<file path="config.mk">
export PLATFORM = sky130hd
export DESIGN_NAME = match_controller
export DESIGN_NICKNAME = d
export VERILOG_FILES = /design/src/rtl/match_controller.sv
export SDC_FILE = /design/constraint.sdc
export NUM_CORES = 1
export LEC_CHECK = 0
export ABC_AREA = 1
export CORE_ASPECT_RATIO = 1.5
export CORE_MARGIN = 3
export CORE_UTILIZATION = 30
export DETAILED_ROUTE_END_ITERATION = 12
export SLEW_MARGIN = 20
export SYNTH_ARGS = -nofsm -noshare
export SYNTH_HDL_FRONTEND = slang
export SYNTH_SLANG_ARGS = --single-unit
</file>
<file path="constraint.sdc">
create_clock -name clk -period 2.1 [get_ports clk]
set_input_delay 0.315 -clock clk [delete_from_list [all_inputs] [get_ports clk]]
set_output_delay 0.315 -clock clk [all_outputs]
set_load 0.02 [all_outputs]
</file>
<file path="src/rtl/match_controller.sv">
// Best-of-N two-fighter match controller: countdown, timed rounds, pause,
// shield/iframe-filtered HP and per-round win tally. All outputs registered.
module match_controller #(
  parameter int unsigned HP_WIDTH        = 2,
  parameter int unsigned MAX_HP          = 3,
  parameter int unsigned WIN_WIDTH       = 2,
  parameter int unsigned ROUNDS_TO_WIN   = 2,
  parameter int unsigned TIMER_WIDTH     = 7,
  parameter int unsigned COUNTDOWN_TICKS = 3,
  parameter int unsigned ROUND_TICKS     = 60,
  parameter int unsigned IFRAME_TICKS    = 2
) (
  input  logic                   clk,
  input  logic                   rst_n,
  input  logic                   frame_tick,
  input  logic                   select,
  input  logic                   pause,
  input  logic                   player_hit,
  input  logic                   enemy_hit,
  input  logic                   player_shield,
  input  logic                   enemy_shield,
  output logic [2:0]             o_state,
  output logic [HP_WIDTH-1:0]    o_player_hp,
  output logic [HP_WIDTH-1:0]    o_enemy_hp,
  output logic [WIN_WIDTH-1:0]   o_player_wins,
  output logic [WIN_WIDTH-1:0]   o_enemy_wins,
  output logic [TIMER_WIDTH-1:0] o_timer,
  output logic                   o_round_start,
  output logic                   o_play_en
);

  localparam logic [2:0] StStart     = 3'd0;
  localparam logic [2:0] StCountdown = 3'd1;
  localparam logic [2:0] StPlay      = 3'd2;
  localparam logic [2:0] StPause     = 3'd3;
  localparam logic [2:0] StRoundEnd  = 3'd4;
  localparam logic [2:0] StWin       = 3'd5;
  localparam logic [2:0] StLose      = 3'd6;

  localparam int unsigned IfW = (IFRAME_TICKS > 0) ? $clog2(IFRAME_TICKS + 1) : 1;

  localparam logic [HP_WIDTH-1:0]    HpFull        = HP_WIDTH'(MAX_HP);
  localparam logic [WIN_WIDTH-1:0]   WinsMax       = WIN_WIDTH'(ROUNDS_TO_WIN);
  localparam logic [TIMER_WIDTH-1:0] CountdownLoad = TIMER_WIDTH'(COUNTDOWN_TICKS);
  localparam logic [TIMER_WIDTH-1:0] RoundLoad     = TIMER_WIDTH'(ROUND_TICKS);
  localparam logic [TIMER_WIDTH-1:0] TimerOne      = TIMER_WIDTH'(1);
  localparam logic [IfW-1:0]         IframeLoad    = IfW'(IFRAME_TICKS);

  logic [2:0]             state_q, state_d;
  logic [HP_WIDTH-1:0]    php_q, php_d, ehp_q, ehp_d;
  logic [WIN_WIDTH-1:0]   pwin_q, pwin_d, ewin_q, ewin_d;
  logic [TIMER_WIDTH-1:0] timer_q, timer_d;
  logic [IfW-1:0]         pif_q, pif_d, eif_q, eif_d;
  logic                   round_start_q, round_start_d;
  logic                   play_en_q;
  logic                   select_q, pause_q;
  logic                   select_edge, pause_edge;
  logic                   player_out, enemy_out, timed_out;
  logic                   player_takes, enemy_takes;
  logic                   start_round;

  assign select_edge = select & ~select_q;
  assign pause_edge  = pause & ~pause_q;

  assign player_out = (php_q == '0);
  assign enemy_out  = (ehp_q == '0);
  assign timed_out  = ~player_out & ~enemy_out;

  // Double KO and equal-HP timeout both fall through as draws.
  assign player_takes = (enemy_out & ~player_out) | (timed_out & (php_q > ehp_q));
  assign enemy_takes  = (player_out & ~enemy_out) | (timed_out & (ehp_q > php_q));

  always_comb begin
    state_d       = state_q;
    php_d         = php_q;
    ehp_d         = ehp_q;
    pwin_d        = pwin_q;
    ewin_d        = ewin_q;
    timer_d       = timer_q;
    pif_d         = pif_q;
    eif_d         = eif_q;
    round_start_d = 1'b0;
    start_round   = 1'b0;

    case (state_q)
      StStart: begin
        if (select_edge) begin
          pwin_d      = '0;
          ewin_d      = '0;
          start_round = 1'b1;
        end
      end
      StCountdown: begin
        if (frame_tick) begin
          if (timer_q == TimerOne) begin
            state_d = StPlay;
            timer_d = RoundLoad;
          end else if (timer_q != '0) begin
            timer_d = timer_q - 1'b1;
          end
        end
      end
      StPlay: begin
        // Exit is decided on registered HP/timer, so a fatal hit ends the round next cycle.
        if (player_out || enemy_out || timer_q == '0) begin
          state_d = StRoundEnd;
          if (player_takes && pwin_q < WinsMax) pwin_d = pwin_q + 1'b1;
          if (enemy_takes && ewin_q < WinsMax) ewin_d = ewin_q + 1'b1;
        end else if (pause_edge) begin
          state_d = StPause;
        end else begin
          if (frame_tick) begin
            if (timer_q != '0) timer_d = timer_q - 1'b1;
            if (pif_q != '0) pif_d = pif_q - 1'b1;
            if (eif_q != '0) eif_d = eif_q - 1'b1;
          end
          // A landed hit reloads the iframe counter, overriding a same-cycle decrement.
          if (player_hit && !player_shield && pif_q == '0) begin
            php_d = php_q - 1'b1;
            pif_d = IframeLoad;
          end
          if (enemy_hit && !enemy_shield && eif_q == '0) begin
            ehp_d = ehp_q - 1'b1;
            eif_d = IframeLoad;
          end
        end
      end
      StPause: begin
        if (pause_edge) state_d = StPlay;
      end
      StRoundEnd: begin
        if (select_edge) begin
          if (pwin_q == WinsMax) begin
            state_d = StWin;
          end else if (ewin_q == WinsMax) begin
            state_d = StLose;
          end else begin
            start_round = 1'b1;
          end
        end
      end
      StWin, StLose: begin
        if (select_edge) state_d = StStart;
      end
      default: state_d = StStart;
    endcase

    if (start_round) begin
      state_d       = StCountdown;
      php_d         = HpFull;
      ehp_d         = HpFull;
      pif_d         = '0;
      eif_d         = '0;
      timer_d       = CountdownLoad;
      round_start_d = 1'b1;
    end
  end

  always_ff @(posedge clk or negedge rst_n) begin
    if (!rst_n) begin
      state_q       <= StStart;
      php_q         <= HpFull;
      ehp_q         <= HpFull;
      pwin_q        <= '0;
      ewin_q        <= '0;
      timer_q       <= '0;
      pif_q         <= '0;
      eif_q         <= '0;
      round_start_q <= 1'b0;
      play_en_q     <= 1'b0;
      select_q      <= 1'b0;
      pause_q       <= 1'b0;
    end else begin
      state_q       <= state_d;
      php_q         <= php_d;
      ehp_q         <= ehp_d;
      pwin_q        <= pwin_d;
      ewin_q        <= ewin_d;
      timer_q       <= timer_d;
      pif_q         <= pif_d;
      eif_q         <= eif_d;
      round_start_q <= round_start_d;
      play_en_q     <= (state_d == StPlay);
      select_q      <= select;
      pause_q       <= pause;
    end
  end

  assign o_state       = state_q;
  assign o_player_hp   = php_q;
  assign o_enemy_hp    = ehp_q;
  assign o_player_wins = pwin_q;
  assign o_enemy_wins  = ewin_q;
  assign o_timer       = timer_q;
  assign o_round_start = round_start_q;
  assign o_play_en     = play_en_q;

endmodule

</file>
=== Yosys cells after proc, flatten, opt, wreduce, memory -nomap -nowiden ===
Cells that the tools add are included.

* Register bits: 26
* Output and inout bits: 20
* Logic and storage cells: 148
* Bits of input ports: 9

* $add $sub $neg: 7
* Equal/unequal tests: 20
* Magnitude comparators: 4
* Reduce and logical (&&, ||, !) cells: 36
* Bitwise logic cells: 13
* Multiplexer cells: 56

{| class="wikitable"
|+ Operators with widths
! operator !! count
|-
| 2-bit two-way mux || 29
|-
| 7-bit two-way mux || 7
|-
| 3-bit two-way mux || 10
|-
| 3-bit one-hot mux with 6 select lines || 1
|-
| 4-bit AND reduction || 4
|-
| 5-bit AND reduction || 3
|-
| 3-bit nonzero test || 5
|-
| 7-bit one-hot mux with 2 select lines || 1
|-
| 3-bit != test (second input constant) || 4
|-
| 2-bit nonzero test || 6
|-
| 2-bit != test (second input constant) || 5
|-
| 3-bit by 2-bit == test with 1-bit output (second input constant) || 3
|-
| 3-bit == test (second input constant) || 3
|-
| 2-bit zero test || 4
|-
| 2-bit one-hot mux with 2 select lines || 2
|-
| 2-bit by 1-bit subtractor with 2-bit output (second input constant) || 4
|-
| 1-bit AND || 7
|-
| 7-bit by 1-bit == test with 1-bit output (second input constant) || 1
|-
| 7-bit zero test || 1
|-
| 7-bit nonzero test || 1
|-
| 7-bit by 1-bit subtractor with 7-bit output (second input constant) || 1
|-
| 1-bit logical AND || 6
|-
| 1-bit two-way mux || 5
|-
| 2-bit by 1-bit adder with 2-bit output (second input constant) || 2
|-
| other kinds (12) || 21
|}

=== Logic depth before layout (Yosys ltp) ===
Gate-level depths: netlist (run 1).

* Depth after elaboration: 9
* Gate-level depth with buffers: 12
* Gate-level depth less buffers: 12

=== Worst setup path before layout (run 1) ===
OpenSTA, ideal clock, no wires.

* Kind: reg2reg
* Start point: register php_q[0] (netlist: o_player_hp[0])
* End point: register eif_q[0]
* Arrival: 1700 ps
* Path buffers: 1
* Required time: 1983 ps
* Period minus slack after synthesis: 1816 ps
* Stages on the path, launching flop included: 12
* Setup slack: 284 ps
* Library setup time: 117 ps
* Path through: dfstp_2 > inv_1 > ha_1 > nor2_1 > inv_1 > nor2_1 > nand3_1 > nand2_1 > buf_6 > nand2_1 > nand2_1 > nand2_1

* Longest elaborated chain between the ends: 5

{| class="wikitable"
|+ RTL lines
! element !! RTL line !! text
|-
| start, declared || 50 || <nowiki>logic [HP_WIDTH-1:0] php_q, php_d, ehp_q, ehp_d;</nowiki>
|-
| start signal, assigned || 162 || <nowiki>php_q <= HpFull;</nowiki>
|-
| start signal, assigned || 175 || <nowiki>php_q <= php_d;</nowiki>
|-
| 2-bit zero test || 65 || <nowiki>assign player_out = (php_q == '0);</nowiki>
|-
| 1-bit logical OR (2 in series) || 105 || <nowiki>if (player_out || enemy_out || timer_q == '0) begin</nowiki>
|-
| 2-bit != test (no source line) || n/a ||
|-
| 5-bit AND reduction (no source line) || n/a ||
|-
| end signal, assigned || 181 || <nowiki>eif_q <= eif_d;</nowiki>
|-
| end, declared || 53 || <nowiki>logic [IfW-1:0] pif_q, pif_d, eif_q, eif_d;</nowiki>
|}

Every way passes these cells.
A chain may end at the register's enable or synchronous reset.

=== Final worst setup path (run 1) ===
* Start point: register php_q[0] (netlist: o_player_hp[0])
* End point: output o_player_hp[0]

{| class="wikitable"
|+ RTL lines
! element !! RTL line !! text
|-
| end, declared || 23 || <nowiki>output logic [HP_WIDTH-1:0] o_player_hp,</nowiki>
|}

No word-level cell between the ends.

==> run_results.csv, run 1 <==
group,metric,value,unit
pwr,cellPowerDensity,1370,nW/um^2
critical_path,rrSetupSlack,0.28,ns
route,finalWirelength,4.03,mm
yosys,syn_area,1800,um^2
yosys,synth_cell_types,30,
pwr,p_leak,1.13,nW
route,met2_wirelength,2.20,mm
die,die_y,101,um
placed_design,hpwl,3.20,mm
pwr,internal_power,0.00162,W
route,highest_layer,"met4",
route,met1_length,1.68,mm
die,core,5830,um^2
status,status,"finished clean",
sta,maxSlewHeadroom,76.4,%
yosys,synth_warnings,0,
route,route.detailed.drc,0,
critical_path,slowest_stage,"clkdlybuf4s50_1",
sta,fin_crit,1.84,ns
critical_path,critPathTopFamily,"buffers and inverters",
die,die_area,7000,um^2
yosys,synth_seq_area_share,36.3,%
grt,grt_pass1_vias,1540,
critical_path,critPathRequiredTime,1.78,ns
critical_path,cp_data_arrival_time,1.53,ns
yosys,synth_top_area_share,30.5,%
hold_path,hold_path.class,"in -> async",
pwr,p_clk_share,11.0,%
clocking,post_cts_buffers,0,
critical_path,crit_path_end_kind,"primary output",
critical_path,cp.depth,2,
layout,n_antenna_cell,0,
route,routed-via-count,1650,
clocking,clk_latency,0.28,ns
layout,final_common_cell,"nand2_1",
route,ant_nets,0,
route,routedWlPerCell,11.3,um
clocking,cts-buffers-inserted,3,
clocking,cts.sinks,26,
grt,antenna_found_initial,0,
yosys,synthTopCellsByArea,"dfrtp_1 (31%), nand2_1 (16%), nand3_1 (8.9%)",
placed_design,globalplace.congestion,0.804,
grt,grt_pass1_wl,6.93,mm
critical_path,r2r_start,"o_timer[0]",
grt,grt_start_max_net_pins,27,
route,viasPerCell,4.65,
yosys,synth_cells,250,
die,initial_core_util,31.0,%
grt,grt_overflow_total,0,
layout,final_cell_mix,"nand2_1 (78), inv_1 (35), nand3_1 (32)",
die,dieWidth,69.3,um
clocking,clk_pin_slew,0.10,ns
yosys,synth_top_area_cell,"dfrtp_1",
sta,fmax,542,MHz
critical_path,cp_cell_sequence,"buf_4, clkdlybuf4s50_1",
die,rows,34,
sta,final_hold_viol_count,0,
critical_path,path_buf_inv,2,
route,wl_met3,83,um
layout,synthToLayoutAreaGrowth,23.0,%
grt,track_usage,12.2,%
pwr,p_total,0.00304,W
pwr,combPwrFrac,60.2,%
clocking,cts_htree_levels,1,
route,drt_iter0_markers,54,
die,io_pins,29,
sta,finalMaxSlewViolations,0,
yosys,synth_nets,269,
sta,worst_pin_slew,0.354,ns
placed_design,port-buffer-count,28,
sta,rsz0062_at_grt,"false",
yosys,avgSynthCellArea,7.22,um^2
critical_path,critPathKind,"reg -> out",
critical_path,slowest_delay,0.60,ns
critical_path,cp-start-kind,"flop",
sta,setup-tns-final,0,ns
route,firstDrtPassIters,4,
pwr,switching_share,46.7,%
yosys,synth-seq-cells,26,
critical_path,reg2reg_depth,10,
clocking,cts_tree,"built",
layout,drive_above_1_share,9.19,%
sta,clock_skew,0.00716,ns
layout,fin_nets,303,
sta,finalSetupViolations,0,
critical_path,cp_max_fo,4,
clocking,clockBufferDepth,2,
pwr,power_frac_seq,28.8,%
clocking,clockRootBuffer,"clkbuf_8",
sta,period_share,87.8,%
critical_path,worstReg2RegEnd,"o_timer[6]",
flow_run,drv_cap,0,
pwr,max-vdd-ir-drop,0.000484,V
pwr,p_sw,0.00142,W
layout,final_core_util,38.1,%
per-stage QoR:
step	cells	instance area [um^2]	hold slack, ns	worst slack [ns]
final	355	2220	0.407	0.257
after floorplan	250	1800	0.0194	0.284
after global routing	355	2220	0.431	0.118
after global placement	351	2160	0.467	0.184
after CTS	355	2220	0.420	0.209
after detailed placement	351	2160	0.470	0.182
sequential cells by signal, summed over array words and instances, names as in the netlist, 2 cells and up:
| register | flops |
|---|---|
| o_timer | 7 |
| o_state | 3 |
| eif_q | 2 |
| o_player_wins | 2 |
| o_enemy_wins | 2 |
| o_player_hp | 2 |
| pif_q | 2 |
| o_enemy_hp | 2 |
worst max path at each step:
stage,from,end
floorplan,o_player_hp[0],eif_q[0]
global placement,select,pif_q[1]
detailed placement,select,eif_q[1]
CTS,o_player_hp[1],pif_q[1]
global route,o_player_hp[1],eif_q[0]
finish,o_player_hp[0],o_player_hp[0]
power groups by stage:
stage	combinational (W)	sequential, W	clock (W)
after floorplan	0.00120	0.000995	0
after global placement	0.00185	0.000889	0
after detailed placement	0.00185	0.000889	0
after CTS	0.00186	0.000881	0.000348
after global routing	0.00210	0.000910	0.000370
final	0.00183	0.000876	0.000336
metal layers:
metal,GRT usage [%],vias up
met5,0,-
met4,4.96,0
met3,1.20,5
met2,22.8,22
met1,14.2,764
li1,-,859
cell type report:
class | instances | area (um^2)
fillers | 590 | 3610
multi-input cells | 183 | 958
flip-flops and latches | 26 | 656
repair buffers | 34 | 325
inverters | 36 | 135
well taps | 72 | 90.1
clock buffers | 4 | 55.1
Yosys cell counts, drive strengths merged:
cell / instances
nor3: 2
nand3b: 2
or2: 1
nor2: 26
nand2: 83
nand3: 33
buf: 3
a21boi: 1
nand4: 3
dfstp: 4
clkbuf: 2
xor2: 2
xnor2: 1
ha: 10
inv: 36
dfrtp: 22
o21bai: 2
o21ai: 12
o211ai: 2
a31oi: 1
a21oi: 2
kinds of logic after synthesis:
kind of cell,after synthesis,share of synthesized area [%]
buf+inv,41,10.7
simple gates,150,37.0
flops,26,36.3
xor+xnor,3,1.46
compound gates,20,7.56
fa+ha+maj,10,6.93
timing repair:
item | in CTS | in global routing
endpoints found under the setup margin | 0 | 2
resized for setup | 0 | 1
hold buffers | 0 | 0
(Power assumes the default switching activity.)
==> run 2, diff against run 1 <==
--- a/config.mk
+++ b/config.mk
@@ -8,8 +8,9 @@
 export ABC_AREA = 1
 export CORE_ASPECT_RATIO = 1.5
 export CORE_MARGIN = 3
-export CORE_UTILIZATION = 30
+export CORE_UTILIZATION = 53
 export DETAILED_ROUTE_END_ITERATION = 12
+export PLACE_DENSITY = 0.79
 export SLEW_MARGIN = 20
 export SYNTH_ARGS = -nofsm -noshare
 export SYNTH_HDL_FRONTEND = slang
==> run 2 against run 1 <==
Compared with the run above:
- combinational power about the same
- clock skew fell by 0.0045 ns
- total power up 4.1%
- non-clock buffer count down 2
- first-iteration DRC count decreased by 20%
- count of clock-buffer cells in the layout is 1 lower
- hold slack worse by 0.014 ns
- wire length decreased by 3.5%
- fmax is 2.7% lower
- cell count decreased by 9.6%
- global-route usage up 11 points
==> run_results.csv, run 2 (same netlist as run 1, synthesis figures left out) <==
group,metric,value,unit
critical_path,reg2reg_depth,10,
clocking,clockRootBuffer,"clkbuf_8",
clocking,clk_latency,0.28,ns
route,routed-via-count,1673,
clocking,cts_hold_buf,0,
placed_design,port-buffer-count,28,
die,initial_core_util,56.0,%
grt,grt_overflow_total,0,
sta,fin_ws,0.206,ns
route,finalWirelength,3.89,mm
sta,setup-tns-final,0,ns
clocking,cts_tree,"built",
route,ant_nets,0,
layout,largest_reg_flops,7,
layout,final_common_cell,"nand2_1",
critical_path,rrSetupSlack,0.21,ns
layout,fin_nets,301,
grt,grt_pass1_vias,1660,
sta,finalSetupViolations,0,
critical_path,critPathKind,"reg -> reg",
die,rows,25,
placed_design,hpwl,3.00,mm
layout,synthToLayoutAreaGrowth,21.3,%
route,viasPerCell,5.21,
die,die_area,4150,um^2
layout,final_cell_mix,"nand2_1 (78), inv_1 (35), nand3_1 (32)",
clocking,clk_pin_slew,0.10,ns
die,dieWidth,53.6,um
critical_path,slowest_delay,0.58,ns
clocking,post_cts_buffers,0,
sta,fin_crit,1.89,ns
sta,final_hold_viol_count,0,
clocking,clockBufferDepth,2,
sta,period_share,90.2,%
sta,fmax,528,MHz
route,route.detailed.drc,0,
pwr,cellPowerDensity,1450,nW/um^2
layout,n_antenna_cell,0,
die,core,3220,um^2
critical_path,cp_cell_sequence,"inv_1, ha_1, nor2_2, inv_1, nor2_1, nand3_1, nand2_4, nand2_1, nand2_1, nand2_1",
critical_path,crit_path_end_kind,"flop",
sta,maxSlewHeadroom,68.5,%
critical_path,slowest_stage,"dfstp_2",
critical_path,critPathRequiredTime,2.28,ns
die,io_pins,29,
sta,rsz0062_at_grt,"false",
flow_run,drv_cap,0,
pwr,max-vdd-ir-drop,0.000933,V
placed_design,globalplace.congestion,0.950,
critical_path,cp-start-kind,"flop",
clocking,cts.sinks,26,
critical_path,crit_path_frequent_cell,"nand2_1",
status,status,"finished clean",
critical_path,cp_data_arrival_time,2.08,ns
die,die_y,77.5,um
critical_path,worstReg2RegEnd,"eif_q[0]",
route,firstDrtPassIters,4,
grt,track_usage,23.1,%
route,routedWlPerCell,12.1,um
clocking,cts_htree_levels,1,
layout,drive_above_1_share,8.90,%
sta,finalMaxSlewViolations,0,
hold_path,hold_path.class,"in -> async",
sta,worst_pin_slew,0.470,ns
critical_path,cp_max_fo,12,
sta,clock_skew,0.00269,ns
clocking,cts-buffers-inserted,3,
pwr,p_leak,1.13,nW
grt,grt_start_max_net_pins,27,
placed_design,pre_cts_ws,0.101,ns
critical_path,r2r_start,"o_player_hp[0]",
grt,grt_pass1_wl,7.29,mm
grt,antenna_found_initial,0,
route,drt_iter0_markers,43,
run 2: metrics by stage:
step | instances | total power, W | instance area, um^2 | util [%] | hold slack, ns
5_1_grt | 321 | 0.00352 | 2190 | 67.9 | 0.431
3_3_place_gp | 317 | 0.00270 | 2110 | 65.4 | 0.460
6_report | 321 | 0.00317 | 2190 | 67.9 | 0.393
3_5_place_dp | 317 | 0.00274 | 2110 | 65.4 | 0.472
2_1_floorplan | 250 | 0.00219 | 1800 | - | 0.0194
4_1_cts | 321 | 0.00317 | 2180 | 67.6 | 0.418
run 2: critical path: cells and delay by family, from the launching register on:
kind / cells / cell delay, ns
AND/OR/NAND/NOR: 7 / 0.87
adder cells (fa/ha/maj): 1 / 0.23
flip-flops: 1 / 0.58
buffers and inverters: 2 / 0.11
run 2: layer usage:
layer  track usage (%)  vias to the layer above  share of wire (%)
met3              4.22                        8                3.1
met4              7.93                        0                1.9
met1              27.8                      770                 40
met5                 0                        -                  0
li1                  -                      856                  -
met2              39.7                       39                 55
run 2: report_power, final:
part | internal [W] | total (W) | switching (W)
logic | 0.000752 | 0.00185 | 0.00109
registers | 0.000697 | 0.000887 | 0.000190
clock network | 0.000256 | 0.000434 | 0.000178
total | 0.00170 | 0.00317 | 0.00146
run 2: how the worst max path moves through the flow:
| stage | from | to | slack [ns] | cells after the start |
|---|---|---|---|---|
| finish | o_player_hp[0] | eif_q[0] | 0.21 | 10 |
| global route | o_player_hp[0] | eif_q[1] | 0.03 | 10 |
| CTS | o_player_hp[0] | eif_q[1] | 0.01 | 10 |
| detailed placement | o_player_hp[0] | eif_q[1] | 0.10 | 10 |
| global placement | o_player_hp[0] | eif_q[1] | 0.16 | 10 |
| floorplan | o_player_hp[0] | eif_q[0] | 0.28 | 11 |
run 2: what timing repair did:
action / CTS / global route
hold endpoints to repair: 0 / 0
gates resized for setup: 0 / 3
endpoints found under the setup margin: 0 / 8
run 2: area by class of cell:
class	count	area (um^2)
well taps	40	50.0
repair buffers	32	310
multi-input cells	183	966
flip-flops and latches	26	656
clock buffers	3	41.3
clock inverters	1	30.0
fillers	283	1030
inverters	36	135
